## src/rtl/instruction_memory_loader_pkg.sv

```systemverilog
// -----------------------------------------------------------------------------
// instruction_memory_loader_pkg
// Shared types and constants for the boot-time instruction memory loader:
//   state_t        - loader FSM states
//   HDR_LEN        - number of header bytes (little-endian word count)
//   CNT_WIDTH      - width of the header word count
//   checksum_fold  - running XOR checksum step over the data bytes
//   in_load        - true for states in which a load is in progress
// -----------------------------------------------------------------------------
package instruction_memory_loader_pkg;

    typedef enum logic [2:0] {
        IDLE   = 3'd0,
        LEN_LO = 3'd1,
        LEN_HI = 3'd2,
        DATA   = 3'd3,
        CHECK  = 3'd4,
        DONE   = 3'd5,
        ERR    = 3'd6
    } state_t;

    localparam int HDR_LEN   = 2;
    localparam int CNT_WIDTH = 16;

    // One step of the image checksum: XOR of all data bytes.
    function automatic logic [7:0] checksum_fold(input logic [7:0] acc, input logic [7:0] b);
        return acc ^ b;
    endfunction

    // States in which the loader accepts stream bytes and reports Busy.
    function automatic logic in_load(input state_t s);
        return (s == LEN_LO) || (s == LEN_HI) || (s == DATA) || (s == CHECK);
    endfunction

endpackage

```

## src/rtl/instruction_memory_loader.sv

```systemverilog
// -----------------------------------------------------------------------------
// instruction_memory_loader
// Boot-time writer for the byte-array instruction memory. Parses a frame from
// a valid/ready byte stream: word count N (2 bytes, LE), 4*N image bytes, one
// XOR checksum byte. Image bytes are written little-endian from byte address 0
// one cycle after acceptance. The core is held in reset (CpuHold) until an
// image with a matching checksum has been written.
// Ports:
//   Clk, RstN           clock, asynchronous active-low reset
//   Start               pulse to begin a load (ignored while a load runs)
//   RxData/RxValid      incoming stream byte; RxReady = loader can accept
//   WrEn/WrAddr/WrData  registered memory byte write port
//   CpuHold             1 = keep processor in reset
//   Busy                load in progress
//   Done                last load passed its checksum
//   ErrOverflow         header word count larger than memory capacity
//   ErrChecksum         trailing checksum did not match the image
// -----------------------------------------------------------------------------
module instruction_memory_loader
    import instruction_memory_loader_pkg::*;
#(
    parameter int ADDR_WIDTH    = 10,
    parameter bit HOLD_AT_RESET = 1'b1
) (
    input  logic                  Clk,
    input  logic                  RstN,
    input  logic                  Start,
    input  logic [7:0]            RxData,
    input  logic                  RxValid,
    output logic                  RxReady,
    output logic                  WrEn,
    output logic [ADDR_WIDTH+1:0] WrAddr,
    output logic [7:0]            WrData,
    output logic                  CpuHold,
    output logic                  Busy,
    output logic                  Done,
    output logic                  ErrOverflow,
    output logic                  ErrChecksum
);

    localparam int                   BCNT_W    = CNT_WIDTH + 2;
    localparam logic [31:0]          CAP_WORDS = 32'd1 << ADDR_WIDTH;
    localparam logic [BCNT_W-1:0]    BCNT_ONE  = BCNT_W'(1);

    state_t                   state_r;
    state_t                   state_s;

    logic                     load_r;       // drives both RxReady and Busy
    logic [7:0]               len_lo_r;
    logic [BCNT_W-1:0]        total_r;      // image length in bytes (4*N)
    logic [BCNT_W-1:0]        cnt_r;        // data bytes accepted so far
    logic [7:0]               xor_r;
    logic                     wr_en_r;
    logic [ADDR_WIDTH+1:0]    wr_addr_r;
    logic [7:0]               wr_data_r;
    logic                     cpu_hold_r;
    logic                     done_r;
    logic                     err_ovf_r;
    logic                     err_chk_r;

    logic                     acc_s;
    logic                     start_s;
    logic [HDR_LEN*8-1:0]     n_s;
    logic                     ovf_s;
    logic                     last_s;
    logic                     sum_ok_s;

    // Handshake, header decode and end-of-image detection.
    always_comb begin
        acc_s    = RxValid && load_r;
        start_s  = Start && ((state_r == IDLE) || (state_r == DONE) || (state_r == ERR));
        n_s      = {RxData, len_lo_r};
        ovf_s    = (32'(n_s) > CAP_WORDS);
        last_s   = (cnt_r == (total_r - BCNT_ONE));
        sum_ok_s = (RxData == xor_r);
    end

    // Next-state logic of the frame parser.
    always_comb begin
        state_s = state_r;
        case (state_r)
            IDLE, DONE, ERR: begin
                if (start_s) begin
                    state_s = LEN_LO;
                end else begin
                    state_s = state_r;
                end
            end
            LEN_LO: begin
                if (acc_s) begin
                    state_s = LEN_HI;
                end else begin
                    state_s = state_r;
                end
            end
            LEN_HI: begin
                if (!acc_s) begin
                    state_s = state_r;
                end else if (ovf_s) begin
                    state_s = ERR;
                end else if (n_s == '0) begin
                    state_s = CHECK;    // empty image: checksum byte follows directly
                end else begin
                    state_s = DATA;
                end
            end
            DATA: begin
                if (acc_s && last_s) begin
                    state_s = CHECK;
                end else begin
                    state_s = state_r;
                end
            end
            CHECK: begin
                if (!acc_s) begin
                    state_s = state_r;
                end else if (sum_ok_s) begin
                    state_s = DONE;
                end else begin
                    state_s = ERR;
                end
            end
            default: begin
                state_s = IDLE;
            end
        endcase
    end

    // FSM state register.
    always_ff @(posedge Clk or negedge RstN) begin
        if (!RstN) begin
            state_r <= IDLE;
        end else begin
            state_r <= state_s;
        end
    end

    // Datapath: counters, checksum, registered write port and status flags.
    always_ff @(posedge Clk or negedge RstN) begin
        if (!RstN) begin
            load_r     <= 1'b0;
            len_lo_r   <= 8'd0;
            total_r    <= '0;
            cnt_r      <= '0;
            xor_r      <= 8'd0;
            wr_en_r    <= 1'b0;
            wr_addr_r  <= '0;
            wr_data_r  <= 8'd0;
            cpu_hold_r <= HOLD_AT_RESET;
            done_r     <= 1'b0;
            err_ovf_r  <= 1'b0;
            err_chk_r  <= 1'b0;
        end else begin
            load_r  <= in_load(state_s);
            wr_en_r <= 1'b0;

            if (start_s) begin
                cnt_r      <= '0;
                xor_r      <= 8'd0;
                cpu_hold_r <= 1'b1;
                done_r     <= 1'b0;
                err_ovf_r  <= 1'b0;
                err_chk_r  <= 1'b0;
            end

            if (acc_s) begin
                case (state_r)
                    LEN_LO: begin
                        len_lo_r <= RxData;
                    end
                    LEN_HI: begin
                        total_r <= {n_s, 2'b00};
                        if (ovf_s) begin
                            err_ovf_r <= 1'b1;
                        end
                    end
                    DATA: begin
                        wr_en_r   <= 1'b1;
                        wr_addr_r <= cnt_r[ADDR_WIDTH+1:0];
                        wr_data_r <= RxData;
                        cnt_r     <= cnt_r + BCNT_ONE;
                        xor_r     <= checksum_fold(xor_r, RxData);
                    end
                    CHECK: begin
                        if (sum_ok_s) begin
                            done_r     <= 1'b1;
                            cpu_hold_r <= 1'b0;
                        end else begin
                            err_chk_r  <= 1'b1;
                        end
                    end
                    default: begin
                        len_lo_r <= len_lo_r;
                    end
                endcase
            end
        end
    end

    assign RxReady     = load_r;
    assign Busy        = load_r;
    assign WrEn        = wr_en_r;
    assign WrAddr      = wr_addr_r;
    assign WrData      = wr_data_r;
    assign CpuHold     = cpu_hold_r;
    assign Done        = done_r;
    assign ErrOverflow = err_ovf_r;
    assign ErrChecksum = err_chk_r;

endmodule

```

## config.mk

```make
export PLATFORM = sky130hd
export DESIGN_NAME = instruction_memory_loader
export DESIGN_NICKNAME = d
export VERILOG_FILES = /design/src/rtl/instruction_memory_loader_pkg.sv /design/src/rtl/instruction_memory_loader.sv
export SDC_FILE = /design/constraint.sdc
export NUM_CORES = 1
export LEC_CHECK = 0
export BUFFER_PORTS_ARGS = -buffer_cell sky130_fd_sc_hd__clkbuf_2
export CORE_MARGIN = 3
export CORE_UTILIZATION = 63
export DETAILED_ROUTE_END_ITERATION = 16
export GPL_TIMING_DRIVEN = 0
export PLACE_DENSITY_LB_ADDON = 0.1
export REMOVE_ABC_BUFFERS = 1
export SKIP_CTS_REPAIR_TIMING = 1
export SLEW_MARGIN = 10
export SYNTH_ARGS = -nofsm -noshare
export SYNTH_HDL_FRONTEND = slang
export SYNTH_SLANG_ARGS = --single-unit
```

## constraint.sdc

```tcl
create_clock -name Clk -period 4.56 [get_ports Clk]
set_input_delay 0.456 -clock Clk [delete_from_list [all_inputs] [get_ports Clk]]
set_output_delay 0.456 -clock Clk [all_outputs]
set_load 0.02 [all_outputs]
```

==> metrics <==
largest net degree at the start of global routing 54; Worst Setup Path Type flip-flop to flip-flop; antenna-violating nets left 0; PwrDens 618.1 nW/um2; Vias/cell 5.747; drt wl/cell 16.38 um; sequential area share after synthesis 49.51%; worst rel slew slack about two fifths; total power 2.758 mW; Worst VDD drop 0.4241 mV; Initial Utilization 66.30%; GPL Wtd Cong 0.8461; CTS tree done; first-pass GRT wire length 14780 um; Psw 1.066 mW; outcome completed; die extent in y about 86 um; Worst path top cell family by delay simple AND/OR/NAND/NOR gates; slew of the pin with the lowest slew margin around 0.90 ns; Yosys cell types 57; Critical-path top delay cell or4b_4; GRT Resource Usage Total about a quarter; Final period util 56.44%; clock skew 0.01009 ns; clock power share 21.4%; Root Driver clkbuf_8; Core Footprint 6026 um2; Logic pwr share 36.0%; First-pass DRT Iterations 5; Rows 28; grt ovf 0; Synth warnings 0; worst path bufs/invs 1; total CTS buffers 9; Finished Core Util 74.04%; min-delay worst type primary input to asynchronous set/reset pin; proportion of total power due to net switching 38.67%; crit-path cells inv_1, ha_1, or4b_4, or3_1, a22oi_2, o2111ai_2, nor4_2, o21bai_1; Period minus WS final 2.574 ns; clock buffer depth 2; top-level I/O count 39; Flop pwr share 42.6%; initial drt markers 211; fin cells 514; n_diodes 0; Internal 1.691 mW; H-tree Lvls 3; dominant register cell in the synthesized netlist dfrtp_1; Detailed Place HPWL 5815 um; drt total wl 8417 um; leakage 2.090 nW; FFs w/ async S/R, synth 100.0%; layout cells sized above 1 20.73%; DRC violation count after routing 0; Worst Setup Start Kind flip-flop; synthesized area per cell 9.963 um2; dpl cells 498; Worst-path clk slew 0.08 ns; nets 448; Die Footprint about 7300 um2; RSZ-0062 raised after global routing false; PnR worst setup slack 1.986 ns; #FFs+latches synth 79; Setup WS pre-CTS about 2 ns; Fin. Hold Viols 0; Crit. End Element flip-flop; Cells after Synth 401; Setup-failing EPs final 0; setup tns final 0 ns; Final Max Tran Viols 0; CP required 4.80 ns; Max Fclk 388.5 MHz; vias in the first global route ~3000; Die X 85.63 um; CP Data Arrival Time 2.82 ns; Synth-to-Final Area Change 11.68%; cell area after synthesis 3995 um2; vias 2954; EDFF count, synth 0; port buffer count 38; Sink Count 79; slowest cell delay on critical path 0.50 ns; number of antenna violations at the first check in global routing 0; Skew-Pair Late Insertion Delay 0.36 ns; crit path max fanout 5; max_cap viols 0
## power by group through the flow
stage | sequential [mW] | combinational, mW | clock, mW
4_1_cts | 1.17 | 1.00 | 0.605
3_5_place_dp | 1.18 | 0.986 | 0
2_1_floorplan | 1.21 | 0.667 | 0
6_report | 1.17 | 0.992 | 0.591
3_3_place_gp | 1.16 | 0.947 | 0
5_1_grt | 1.21 | 1.10 | 0.629
## registers in the layout, indices dropped and copies added (netlist names), 3 cells and up
register and count:
cnt_r 18, total_r 16, WrAddr 12, WrData 8, len_lo_r 8, xor_r 8
state_r 3
## final cells by class
| type | count | area (um2) |
|---|---|---|
| repair buffers | 39 | 220.2 |
| flip-flops and latches | 79 | 1978 |
| well taps | 75 | 93.84 |
| fillers | 452 | 1564 |
| inverters | 6 | 22.52 |
| clock buffers | 10 | 137.6 |
| clock inverters | 6 | 91.34 |
| multi-input cells | 299 | 1918 |
## per-layer routing
metal	track usage (%)	vias to the layer above	share of wire, %
met2	42.94	80	50
met3	4.131	10	5.4
met5	0	-	0
li1	-	1434	-
met4	11.51	0	1.4
met1	33.63	1430	44
## through the flow
| step | hold slack [ns] | instance area, um2 |
|---|---|---|
| CTS | 0.03901 | 4462 |
| finish | 0.04239 | 4462 |
| global route | 0.05258 | 4462 |
| global placement | 0.4566 | 4200 |
| floorplan | 0.1604 | 3916 |
| detailed placement | 0.4323 | 4233 |
## cell usage after synthesis, drive strengths merged, types with 2 or more instances
cell    count  area (um2)
a211o       2       17.52
a21oi       6       30.03
nand4       6       37.54
a21o        2       16.27
nand2      84       315.3
dfrtp      78        1952
o21a        2       15.01
inv         6       22.52
or3         4       25.02
xor2       25       219.0
mux2i       3       30.03
nor4        7       65.06
mux2       22       247.7
nor2b       3       18.77
o21ai      12       60.05
nor3b       4       35.03
o21bai      2       15.01
ha          2       25.02
buf         5       33.78
and3        5       31.28
xnor2      22       192.7
nor3       11       60.06
nand2b      3       18.77
o31ai       2       15.01
nand3      16       80.08
clkbuf     12       45.04
nor2       33       123.9
## cell families (layout without fill, tap and decap cells)
family,Yosys count,after routing,synth area share (%)
multiplexers,25,25,6.953
adder cells (fa/ha/maj),2,2,0.6263
AO/OA/AOI/OAI,42,42,7.986
buffers and inverters,23,61,2.537
flip-flops,79,79,49.51
AND/OR/NAND/NOR,183,183,22.08
XOR/XNOR,47,47,10.30
## path summary, 6_finish.rpt
check	from	to	slack [ns]	cells after the start
max reg2reg	total_r[2]	state_r[1]	1.99	8
max in group asynchronous	RstN	WrData[2]	3.95	2
max	total_r[2]	state_r[1]	1.99	8
min	RstN	WrAddr[4]	0.04	1
min reg2reg	WrAddr[8]	WrAddr[8]	0.47	2
min in group Clk	RxData[0]	WrData[0]	0.40	3
## cell usage in the layout, fill, tap and decap left out, types with 10 or more instances in the layout
master,synthesis,layout
dfrtp_1,78,78
nand2_1,84,84
xor2_1,25,25
nand3_1,16,16
clkbuf_8,0,10
clkbuf_2,0,37
nor3_1,10,10
xnor2_1,22,22
nor2_1,33,32
o21ai_0,11,11
mux2_2,22,22
Note: power is estimated with default switching activity, not from simulation.
